--- config.mk ---
export PLATFORM = sky130hd
export DESIGN_NAME = ssd_scan_ctrl
export DESIGN_NICKNAME = d
export VERILOG_FILES = /design/src/rtl/ssd_pkg.sv /design/src/rtl/ssd_scan_ctrl_bin2ssd.sv /design/src/rtl/ssd_scan_ctrl.sv
export SDC_FILE = /design/constraint.sdc
export NUM_CORES = 1
export LEC_CHECK = 0
export ABC_AREA = 1
export CORE_AREA = 2 2 90 92
export DETAILED_ROUTE_END_ITERATION = 10
export DIE_AREA = 0 0 92 94
export PLACE_DENSITY_LB_ADDON = 0.08
export SLEW_MARGIN = 20
export SYNTH_ARGS = -nofsm -noshare
export SYNTH_HDL_FRONTEND = slang
export SYNTH_SLANG_ARGS = --single-unit
--- constraint.sdc ---
create_clock -name clk -period 2.89 [get_ports clk]
set_clock_uncertainty 0.2 [all_clocks]
set_input_delay 0.7225 -clock clk [delete_from_list [all_inputs] [get_ports clk]]
set_output_delay 0.7225 -clock clk [all_outputs]
set_load 0.05 [all_outputs]
--- src/rtl/ssd_pkg.sv ---
// Shared types and constants for the seven-segment scan controller and its decoder.
package ssd_pkg;

  typedef enum logic [0:0] {
    ST_IDLE = 1'b0,
    ST_PREP = 1'b1
  } state_t;

  // Segment order is {g,f,e,d,c,b,a}, active high before any inversion.
  localparam logic [6:0] SEG_MINUS = 7'b1000000;
  localparam logic [6:0] SEG_BLANK = 7'b0000000;

  // Hex digit to segment pattern; values above 9 render as A..F.
  function automatic logic [6:0] hex_to_seg(input logic [3:0] h);
    logic [6:0] s;
    case (h)
      4'h0: s = 7'h3F;
      4'h1: s = 7'h06;
      4'h2: s = 7'h5B;
      4'h3: s = 7'h4F;
      4'h4: s = 7'h66;
      4'h5: s = 7'h6D;
      4'h6: s = 7'h7D;
      4'h7: s = 7'h07;
      4'h8: s = 7'h7F;
      4'h9: s = 7'h6F;
      4'hA: s = 7'h77;
      4'hB: s = 7'h7C;
      4'hC: s = 7'h39;
      4'hD: s = 7'h5E;
      4'hE: s = 7'h79;
      default: s = 7'h71;
    endcase
    return s;
  endfunction

endpackage

--- src/rtl/ssd_scan_ctrl_bin2ssd.sv ---
// Single-digit seven-segment decoder with blank, ripple-zero and minus controls.
module bin2ssd
  import ssd_pkg::*;
#(
  parameter logic INVERT = 1'b0
) (
  input  logic [3:0] b,
  input  logic       bi,
  input  logic       rz,
  input  logic       mi,
  output logic [6:0] seg
);

  logic [6:0] seg_raw;

  // Minus has priority over blanking, blanking over the digit pattern.
  always_comb begin
    seg_raw = hex_to_seg(b);
    if (mi) begin
      seg_raw = SEG_MINUS;
    end else if (bi || (rz && (b == 4'd0))) begin
      seg_raw = SEG_BLANK;
    end
  end

  assign seg = INVERT ? ~seg_raw : seg_raw;

endmodule

--- src/rtl/ssd_scan_ctrl.sv ---
// Multiplexed seven-segment display controller: prepares blank/minus masks for a
// loaded BCD value one digit per cycle, then scans the shadow image onto the anodes.
module ssd_scan_ctrl
  import ssd_pkg::*;
#(
  parameter int unsigned NDIGITS     = 4,
  parameter int unsigned REFRESH_DIV = 50000,
  parameter int unsigned DEAD_CYC    = 4,
  parameter logic        AN_INVERT   = 1'b0,
  parameter logic        SEG_INVERT  = 1'b0
) (
  input  logic                   clk,
  input  logic                   rst_n,
  input  logic                   load,
  input  logic [4*NDIGITS-1:0]   value,
  input  logic                   neg,
  input  logic                   blank_en,
  output logic                   busy,
  output logic                   neg_ovf,
  output logic [NDIGITS-1:0]     an,
  output logic [6:0]             seg
);

  localparam int unsigned IDX_W = (NDIGITS > 1) ? $clog2(NDIGITS) : 1;
  localparam int unsigned CNT_W = (REFRESH_DIV > 1) ? $clog2(REFRESH_DIV) : 1;
  localparam logic [IDX_W-1:0] LAST_IDX = IDX_W'(NDIGITS - 1);
  localparam logic [CNT_W-1:0] LAST_CNT = CNT_W'(REFRESH_DIV - 1);
  localparam logic [NDIGITS-1:0] BLANK_RST = ~NDIGITS'(1);

  // Preparation state and work registers
  state_t                 state_q;
  logic                   busy_q;
  logic                   neg_ovf_q;
  logic [4*NDIGITS-1:0]   wval_q;
  logic                   wneg_q;
  logic                   wbe_q;
  logic [IDX_W-1:0]       pidx_q;
  logic                   chain_q;
  logic [NDIGITS-1:0]     wblank_q;

  // Shadow image being displayed
  logic [4*NDIGITS-1:0]   sh_dig_q;
  logic [NDIGITS-1:0]     sh_blank_q;
  logic [NDIGITS-1:0]     sh_minus_q;

  // Scanner
  logic [CNT_W-1:0]       cnt_q;
  logic [IDX_W-1:0]       dig_q;

  // Per-cycle evaluation of the digit under preparation
  logic [3:0]             cur_digit;
  logic                   cur_blank;
  logic [NDIGITS-1:0]     blank_next;
  logic [NDIGITS-1:0]     minus_sel;
  logic                   place_minus;

  // Evaluate the digit at pidx_q against the running blank chain.
  always_comb begin
    cur_digit = '0;
    for (int unsigned i = 0; i < NDIGITS; i++) begin
      if (IDX_W'(i) == pidx_q) begin
        cur_digit = wval_q[4*i +: 4];
      end
    end
    cur_blank   = wbe_q && (pidx_q != '0) && (cur_digit == 4'd0) && chain_q;
    blank_next  = wblank_q | (NDIGITS'(cur_blank) << pidx_q);
    // Blanked digits form a contiguous run from the top, so the lowest set bit
    // of the mask is the lowest-index blanked digit.
    minus_sel   = blank_next & (~blank_next + NDIGITS'(1));
    place_minus = wneg_q && (|wval_q);
  end

  // Load/prepare FSM with registered busy and neg_ovf.
  always_ff @(posedge clk or negedge rst_n) begin
    if (!rst_n) begin
      state_q    <= ST_IDLE;
      busy_q     <= 1'b0;
      neg_ovf_q  <= 1'b0;
      wval_q     <= '0;
      wneg_q     <= 1'b0;
      wbe_q      <= 1'b0;
      pidx_q     <= '0;
      chain_q    <= 1'b1;
      wblank_q   <= '0;
      sh_dig_q   <= '0;
      sh_blank_q <= BLANK_RST;
      sh_minus_q <= '0;
    end else begin
      case (state_q)
        ST_IDLE: begin
          if (load) begin
            wval_q   <= value;
            wneg_q   <= neg;
            wbe_q    <= blank_en;
            pidx_q   <= LAST_IDX;
            chain_q  <= 1'b1;
            wblank_q <= '0;
            busy_q   <= 1'b1;
            state_q  <= ST_PREP;
          end
        end
        ST_PREP: begin
          wblank_q <= blank_next;
          chain_q  <= cur_blank;
          pidx_q   <= pidx_q - IDX_W'(1);
          if (pidx_q == '0) begin
            sh_dig_q   <= wval_q;
            sh_blank_q <= blank_next;
            sh_minus_q <= place_minus ? minus_sel : '0;
            neg_ovf_q  <= place_minus && (blank_next == '0);
            busy_q     <= 1'b0;
            state_q    <= ST_IDLE;
          end
        end
        default: begin
          state_q <= ST_IDLE;
          busy_q  <= 1'b0;
        end
      endcase
    end
  end

  // Refresh counter and digit index, free-running regardless of FSM state.
  always_ff @(posedge clk or negedge rst_n) begin
    if (!rst_n) begin
      cnt_q <= '0;
      dig_q <= '0;
    end else if (cnt_q == LAST_CNT) begin
      cnt_q <= '0;
      dig_q <= (dig_q == LAST_IDX) ? '0 : dig_q + IDX_W'(1);
    end else begin
      cnt_q <= cnt_q + CNT_W'(1);
    end
  end

  logic [3:0]         act_dig;
  logic               act_blank;
  logic               act_minus;
  logic [NDIGITS-1:0] an_raw;

  // Select the shadow entry for the active digit and form the anode pattern.
  always_comb begin
    act_dig   = '0;
    act_blank = 1'b0;
    act_minus = 1'b0;
    for (int unsigned i = 0; i < NDIGITS; i++) begin
      if (IDX_W'(i) == dig_q) begin
        act_dig   = sh_dig_q[4*i +: 4];
        act_blank = sh_blank_q[i];
        act_minus = sh_minus_q[i];
      end
    end
    an_raw = (cnt_q < CNT_W'(DEAD_CYC)) ? '0 : (NDIGITS'(1) << dig_q);
  end

  bin2ssd #(
    .INVERT (SEG_INVERT)
  ) u_dec (
    .b   (act_minus ? 4'd0 : act_dig),
    .bi  (act_minus | act_blank),
    .rz  (1'b0),
    .mi  (act_minus),
    .seg (seg)
  );

  assign an      = AN_INVERT ? ~an_raw : an_raw;
  assign busy    = busy_q;
  assign neg_ovf = neg_ovf_q;

endmodule

# --- Word level (Yosys, flattened, before mapping) ---
# Memory sizes are Yosys's and may differ from the RTL's.
# Cells that the tools add are included.
totals:
  register_bits: 70
  romBits: 112
  inputBits: 21
  out_inout_bits: 13
  word_cells: 85
  n_memories: 1
memory_table:
  columns: ["memory", "words", "word_bits", "read_ports", "rd_ports_with_merged_regs", "wr", "line_no", "source"]
  rows:
  - ["(no name shown)", 16, 7, 1, 0, 0, "ssd_pkg.sv:16", "case (h)"]
op_classes:
  n_addsub: 4
  order_cmp: 1
  n_eq_ne: 10
  shift: 2
  muxes: 34
  bitwise: 5
  reduce_logical: 14
ops:
  columns: ["cell", "count"]
  rows:
  - ["two-way mux 4 bit", 12]
  - ["adder 16 x 1 -> 16 bit (second input constant)", 1]
  - ["== test 16 bit (second input constant)", 1]
  - ["less-than comparator 16 x 3 -> 1 bit (second input constant)", 1]
  - ["two-way mux 16 bit", 1]
  - ["OR reduction 16 bit", 1]
  - ["two-way mux 7 bit", 2]
  - ["two-way mux 1 bit", 12]
  - ["== test 2 bit (first input constant)", 4]
  - ["logical NOT 4 bit", 2]
  - ["one-hot mux 4 bit (2 select lines)", 1]
  - ["one-hot mux 1 bit (2 select lines)", 3]
  - ["AND reduction 2 bit", 3]
  - ["logical AND 1 bit", 5]
  - ["adder 4 x 1 -> 4 bit (second input constant)", 1]
  - ["AND 4 bit", 1]
  - ["== test 1 x 2 -> 1 bit (first input constant)", 2]
  - ["logical NOT 2 bit", 2]
  - ["two-way mux 2 bit", 2]
  - ["inverter 4 bit", 1]
  - ["bitwise OR 4 bit", 1]
  - ["one-hot mux 2 bit (2 select lines)", 1]
  - ["<< shifter 1 x 2 -> 4 bit", 1]
  - ["<< shifter 1 x 2 -> 4 bit (first input constant)", 1]
  - ["other kinds (8)", 8]

# --- Longest topological paths before layout ---
# Gate-level depths: netlist of run 1.
depth:
  depth_word: 14
  mapped_depth: 17
  ltp_nobuf: 17

# --- Hierarchy ---
# From an unflattened synthesis of run 1, not the netlist that was laid out.
hier_totals:
  cells_unflattened: 444
  area_unflattened_um2: 3672.3
by_module_without_submodules:
  columns: ["mod", "instances", "cells_each", "area_per_inst_um2", "seq_area_each_um2"]
  rows:
  - ["ssd_scan_ctrl", 1, 388, 3338.2, 1756.7]
  - ["bin2ssd", 1, 56, 334.1, 0.0]

# --- Worst setup path after synthesis of run 1 ---
# OpenSTA, ideal clock, no wires.
synth_path:
  kind: "register to output"
  from: "reg dig_q[0]"
  to: "out seg[1]"
  t_arrival_ns: 2.538
  required_time_ns: 1.967
  path_slack_ns: -0.571
  stages_incl_launch_ff: 14
  path_buffers: 1
  path_cell_list: "dfrtp_1 > inv_1 > ha_1 > buf_2 > a21oi_1 > o21ai_2 > nand2_4 > nand2_8 > nor2_1 > inv_1 > ha_1 > nand3_1 > nand2_1 > nor2_1"
synth_between:
  elab_chain_len: 9
  word_cells_on_any_way: 21
synth_lines:
  columns: ["element", "line_no", "source"]
  rows:
  - ["start: declaration", "ssd_scan_ctrl.sv:48", "logic [IDX_W-1:0] dig_q;"]
  - ["start signal: assignment", "ssd_scan_ctrl.sv:130", "dig_q <= (dig_q == LAST_IDX) ? '0 : dig_q + IDX_W'(1);"]
  - ["logical NOT 2 bit", "ssd_scan_ctrl.sv:147", "if (IDX_W'(i) == dig_q) begin"]
  - ["two-way mux 4 bit or two-way mux 1 bit (tied branches) (4 in a row)", "ssd_scan_ctrl.sv:147", null]
  - ["two-way mux 4 bit", "ssd_scan_ctrl.sv:159", ".b (act_minus ? 4'd0 : act_dig),"]
  - ["memory (16 x 7 bit)", null, null]
  - ["two-way mux 7 bit", "ssd_scan_ctrl_bin2ssd.sv:21", "end else if (bi || (rz && (b == 4'd0))) begin"]
  - ["two-way mux 7 bit (*)", "ssd_scan_ctrl_bin2ssd.sv:19", "if (mi) begin"]
  - ["end: declaration", "ssd_scan_ctrl.sv:21", "output logic [6:0] seg"]
# Every way passes the cells marked *; elsewhere a longest branch is shown, timed or not.

# --- Worst setup path after layout of run 1 ---
layout_path:
  from: "reg dig_q[0]"
  to: "out seg[0]"
# Same word-level chain as after synthesis.

==> flow_summary.json, run 1 <==
{
  "die_w_um": 92,
  "start_kind": "flip-flop",
  "yosysSeqAreaShare": 0.472,
  "dpl_cell_area_mm2": 0.00455,
  "synth_area_per_cell_um2": 8.13,
  "path_class": "reg2out",
  "start_util": 0.490,
  "synthesis.nets": 494,
  "synth-seq-cells": 70,
  "async_flop_share": 1.00,
  "die_area_mm2": 0.00865,
  "tightest_slew_ns": 0.488,
  "cp-end-kind": "output pin",
  "slew_violations": 0,
  "place_ws_ns": -0.154,
  "postCtsHoldBufs": 0,
  "finalCritPeriodShare": 1.17,
  "wirelength_um": 8040,
  "slew_headroom": 0.674,
  "synth_cells": 458,
  "arrival_ns": 2.46,
  "maxCapViolCount": 0,
  "power.total_uw": 5070,
  "area_delta_synth_final_pct": 34.8,
  "grt_max_degree": 71,
  "finalHoldViolations": 0,
  "violations": "setup timing",
  "p_leak_uw": 0.00235,
  "status": "finished with violations",
  "crit_fanout": 5,
  "setup_slack_ns": -0.495,
  "cts_buffer_depth": 2,
  "ios": 34,
  "numCtsBuffers": 9,
  "n_antenna_cell": 0,
  "final_design_area_no_fill_mm2": 0.00502,
  "synth_edf_count": 0,
  "viasPerCell": 4.80,
  "portBuffers": 33,
  "worst_ir_drop_vdd_uv": 470,
  "grt_pass1_wl_um": 14000,
  "clk_pin_slew_ns": 0.08,
  "insertion_delay_ns": 0.35,
  "grt_use_total": 0.207,
  "yosysWarnings": 0,
  "grt.overflow.total": 0,
  "gp_congestion": 0.928,
  "synth-main-ff-cell": "dfrtp_1",
  "drt_iter0_markers": 128,
  "h-tree-depth": 3,
  "rsz0062_at_grt": "yes",
  "coreArea_mm2": 0.00761,
  "drc": 0,
  "clockRootBuffer": "clkbuf_8",
  "yosysUniqueCellTypes": 38,
  "dpl.hpwl_um": 5940,
  "drtAntennaViolNets": 0,
  "cp.required_ns": 1.97,
  "fmax_mhz": 295,
  "layout-drive-gt1-share": 0.275,
  "fin_hold_ws_ns": 0.182,
  "cts_tree": "done",
  "clock-sinks": 70,
  "hold_class": "in2async",
  "vias": 3038,
  "syn-cell-area_mm2": 0.00372,
  "grt_antenna_before_repair": 0,
  "power_density_mw_per_mm2": 1010,
  "grt_pass1_vias": 2927,
  "first_pass_iters": 4,
  "setup_violations": 7,
  "std_cell_rows": 32,
  "die_h_um": 94,
  "fin_nets": 562,
  "finalCriticalPeriod_ns": 3.38,
  "wl_per_cell_um": 12.7
}
[worst max-delay path, cell delays in order (launching register included)]
cell and delay (ns):
dfrtp_1 0.43, inv_2 0.13, ha_4 0.16, inv_4 0.04, nor2_4 0.08, nand2_1 0.05
nand2_1 0.05, o21ai_1 0.07, o21ai_2 0.24, nand2_8 0.12, ha_4 0.20, nand3_2 0.09
nand2_4 0.07, nor3_4 0.22, buf_12 0.16
[layout make-up]
cell class                      count  area [µm²]
Clock inverter                      7         104
Inverter                           70         284
Fill cell                         651        2590
Tap cell                          102         128
Clock buffer                        9         124
Timing Repair Buffer               67         672
Sequential cell                    70        1760
Multi-Input combinational cell    308        1950
[routing by layer]
metal / vias to the layer above / share of wire / track usage / wire length (µm)
met5: - / 0 / 0 / 0
met4: 0 / 0.012 / 0.0746 / 93
met3: 6 / 0.033 / 0.0361 / 263
met2: 54 / 0.47 / 0.318 / 3750
met1: 1385 / 0.49 / 0.297 / 3940
li1: 1593 / - / - / -
[repair_timing]
action,CTS,global route
endpoints found under the setup margin,7,11
buffers inserted,6,3
pin swaps,19,9
resized for setup,34,11
[metrics by stage]
stage / util / TNS [ns] / std cells
2_1_floorplan: - / -0.317 / 458
3_3_place_gp: 0.598 / -0.609 / 610
3_5_place_dp: 0.598 / -0.877 / 610
4_1_cts: 0.652 / -3.33 / 632
5_1_grt: 0.660 / -4.33 / 633
6_report: 0.660 / -3.12 / 633
[synth_stat cells, drive strengths merged (2+ instances only)]
cell type | count | area share
ha | 15 | 0.050
inv | 70 | 0.071
buf | 6 | 0.0081
dfstp | 4 | 0.028
mux2 | 2 | 0.0060
nand2 | 107 | 0.12
dfrtp | 66 | 0.44
a21oi | 35 | 0.050
nand4 | 10 | 0.018
nor2 | 63 | 0.076
nor4 | 2 | 0.0050
o21ai | 39 | 0.054
o22ai | 4 | 0.0067
clkbuf | 4 | 0.0040
xor2 | 5 | 0.012
nor3 | 6 | 0.0094
nand3 | 14 | 0.023
[flip-flops by register name, indices dropped and copies added (netlist names), 2 cells and up]
name        flops
cnt_q          16
sh_dig_q       16
wval_q         16
sh_blank_q      4
sh_minus_q      4
wblank_q        4
dig_q           2
pidx_q          2
[path summary, 6_finish.rpt]
| kind | start | to | slack [ns] | depth (start not counted) |
|---|---|---|---|---|
| max | dig_q[0] | seg[0] | -0.49 | 14 |
| min | rst_n | cnt_q[11] | 0.18 | 2 |
| max reg2reg | pidx_q[0] | sh_minus_q[2] | 0.78 | 10 |
| min reg2reg | sh_dig_q[13] | sh_dig_q[13] | 0.29 | 2 |
| max in group asynchronous | rst_n | sh_blank_q[3] | 1.95 | 2 |
| min in group clk | sh_dig_q[13] | sh_dig_q[13] | 0.29 | 2 |
[logic make-up (layout without fill, tap and decap cells)]
kind of cell	count (synthesis)	in the layout	synth area share
AO/OA/AOI/OAI	82	82	0.119
XOR/XNOR	6	6	0.0141
multiplexers	2	2	0.00605
adder cells (fa/ha/maj)	15	15	0.0504
flip-flops	70	70	0.472
buffers and inverters	80	153	0.0833
AND/OR/NAND/NOR	203	203	0.256
[power breakdown]
| part | leakage, µW | internal [µW] | switching [µW] |
|---|---|---|---|
| clock | 0.000108 | 498 | 409 |
| combinational | 0.00140 | 1080 | 1540 |
| sequential | 0.000842 | 1330 | 210 |
[placed cells by master, fill, tap and decap left out, types with 3 or more instances in the layout]
cell	synthesis	final
clkinvlp_4	0	3
a21oi_1	34	29
nor3_1	5	3
nand2_2	6	12
inv_1	63	58
xor2_1	5	5
nor2_1	54	48
o21ai_2	2	5
a21oi_2	0	3
nand3_1	11	9
buf_6	0	5
dfrtp_1	66	66
buf_4	0	32
nand3_2	3	5
o22ai_1	4	4
clkbuf_8	0	9
o21ai_0	35	31
nand2_4	3	6
inv_6	0	3
a21oi_4	1	3
ha_1	15	6
nor2_2	6	5
buf_12	0	8
ha_4	0	8
nor2_4	2	9
clkdlybuf4s50_1	0	21
inv_2	6	7
nand4_1	9	9
dfstp_2	4	4
nand2_1	97	87
Note: power is estimated with default switching activity, not from simulation.
==> inputs of run 2 (changes only) <==
--- a/config.mk
+++ b/config.mk
@@ -6,9 +6,9 @@
 export NUM_CORES = 1
 export LEC_CHECK = 0
 export ABC_AREA = 1
-export CORE_AREA = 2 2 90 92
+export CORE_AREA = 2 2 88 90
 export DETAILED_ROUTE_END_ITERATION = 10
-export DIE_AREA = 0 0 92 94
+export DIE_AREA = 0 0 90 92
 export PLACE_DENSITY_LB_ADDON = 0.08
 export SLEW_MARGIN = 20
 export SYNTH_ARGS = -nofsm -noshare
==> flow_summary.json, run 2 (synthesis gave the netlist of run 1 again) <==
{
  "h-tree-depth": 3,
  "finalCritPeriodShare": 1.16,
  "drtAntennaViolNets": 0,
  "rsz0062_at_grt": "yes",
  "grt_pass1_wl_um": 13800,
  "fin_hold_ws_ns": 0.167,
  "drc": 0,
  "cp-end-kind": "output pin",
  "path_class": "reg2out",
  "use_met1": 0.291,
  "numCtsBuffers": 9,
  "tightest_slew_ns": 0.490,
  "top_usage_layer": "met2",
  "grt.overflow.total": 0,
  "grt_pass1_vias": 3001,
  "clk_pin_slew_ns": 0.08,
  "arrival_ns": 2.43,
  "drt_iter0_markers": 136,
  "crit_fanout": 5,
  "post-place-cells": 609,
  "finalCriticalPeriod_ns": 3.35,
  "maxCapViolCount": 0,
  "p_leak_uw": 0.00230,
  "final_cell_mix": "nand2_1 (89), dfrtp_1 (65), inv_1 (58)",
  "grt_antenna_before_repair": 0,
  "place_ws_ns": -0.204,
  "final_common_cell": "nand2_1",
  "grt_max_degree": 71,
  "vias": 3033,
  "portBuffers": 33,
  "n_antenna_cell": 0,
  "grt_use_total": 0.207,
  "wirelength_um": 7720,
  "fin_nets": 558,
  "gp_congestion": 0.874,
  "use_met3": 0.0534,
  "cts_buffer_depth": 2,
  "status": "finished with violations",
  "finalHoldViolations": 0,
  "largestRegisters": "cnt_q (16), sh_dig_q (16), wval_q (16)",
  "die_w_um": 90,
  "layout-drive-gt1-share": 0.260,
  "finalNonFillerCells": 629,
  "clockRootBuffer": "clkbuf_8",
  "viasPerCell": 4.82,
  "cts_tree": "done",
  "clock-sinks": 70,
  "reg2reg_from": "pidx_q[0]",
  "start_kind": "flip-flop",
  "setup_slack_ns": -0.459,
  "insertion_delay_ns": 0.35,
  "area_delta_synth_final_pct": 30.8,
  "slew_violations": 0,
  "ios": 34,
  "setup_violations": 7,
  "wl_per_cell_um": 12.3,
  "worst_ir_drop_vdd_uv": 425,
  "die_h_um": 92,
  "grt_use_met2": 0.318,
  "std_cell_rows": 32,
  "slew_headroom": 0.672,
  "hold_class": "in2async",
  "dpl.hpwl_um": 5770,
  "fmax_mhz": 299,
  "power_density_mw_per_mm2": 1000,
  "first_pass_iters": 4,
  "start_util": 0.500,
  "coreArea_mm2": 0.00745,
  "violations": "setup timing",
  "cp.required_ns": 1.97,
  "cp-startpoint": "dig_q[0]",
  "die_area_mm2": 0.00828
}
-- run 2: power by group --
part	internal, µW	switching (µW)	total, µW
combinational	1010	1450	2460
sequential	1330	202	1530
clock	489	397	886
total	2830	2050	4880
-- run 2: cell type report --
class	instances	area, µm²
multi-input combinational	308	1860
fill	651	2580
timing repair buffer	63	631
inverter	70	279
clock buffer	9	124
sequential	70	1760
clock inverter	7	96.3
tap	102	128
-- run 2: worst paths after layout --
kind / cells after the start / end / slack [ns]
hold / removal: 2 / cnt_q[0] / 0.17
min in group clk: 2 / sh_dig_q[14] / 0.29
setup / recovery: 17 / seg[4] / -0.46
hold reg to reg: 2 / sh_dig_q[14] / 0.29
setup reg to reg: 9 / sh_minus_q[3] / 0.76
max in group asynchronous: 2 / sh_blank_q[1] / 1.95
-- run 2: routing by layer --
metal  up-vias  part of all wire  routed length, µm
met5         -                 0                  0
met4         0             0.012                 93
met1      1393              0.51               3930
met3         8             0.042                324
met2        51              0.44               3370
li1       1581                 -                  -
-- run 2: through the flow --
step	util	TNS [ns]	area (µm²)	power [µW]
6_report	0.654	-2.97	4870	4880
2_1_floorplan	-	-0.317	3870	3080
3_5_place_dp	0.610	-1.11	4540	3900
3_3_place_gp	0.610	-0.730	4540	3870
5_1_grt	0.654	-4.24	4870	5220
4_1_cts	0.649	-3.28	4830	4860
-- run 2: critical path: stages, from the launching register on --
cell and delay (ns):
dfrtp_2 0.45, inv_4 0.09, ha_4 0.15, buf_4 0.10, nand2_2 0.06, o21ai_2 0.15, nand2_4 0.08, nand2_8 0.08
inv_6 0.04, nand2_4 0.10, inv_2 0.06, buf_4 0.13, ha_1 0.17, nand2_1 0.06, nand3_1 0.08, nand2_2 0.08
nor2_4 0.05, buf_12 0.14
-- run 2: repair_timing --
action / CTS / global route
pin swaps: 17 / 1
setup endpoints to repair: 7 / 8
buffers inserted: 3 / 2
resized for setup: 18 / 7
gates cloned: 0 / 0
hold buffers: 0 / 0
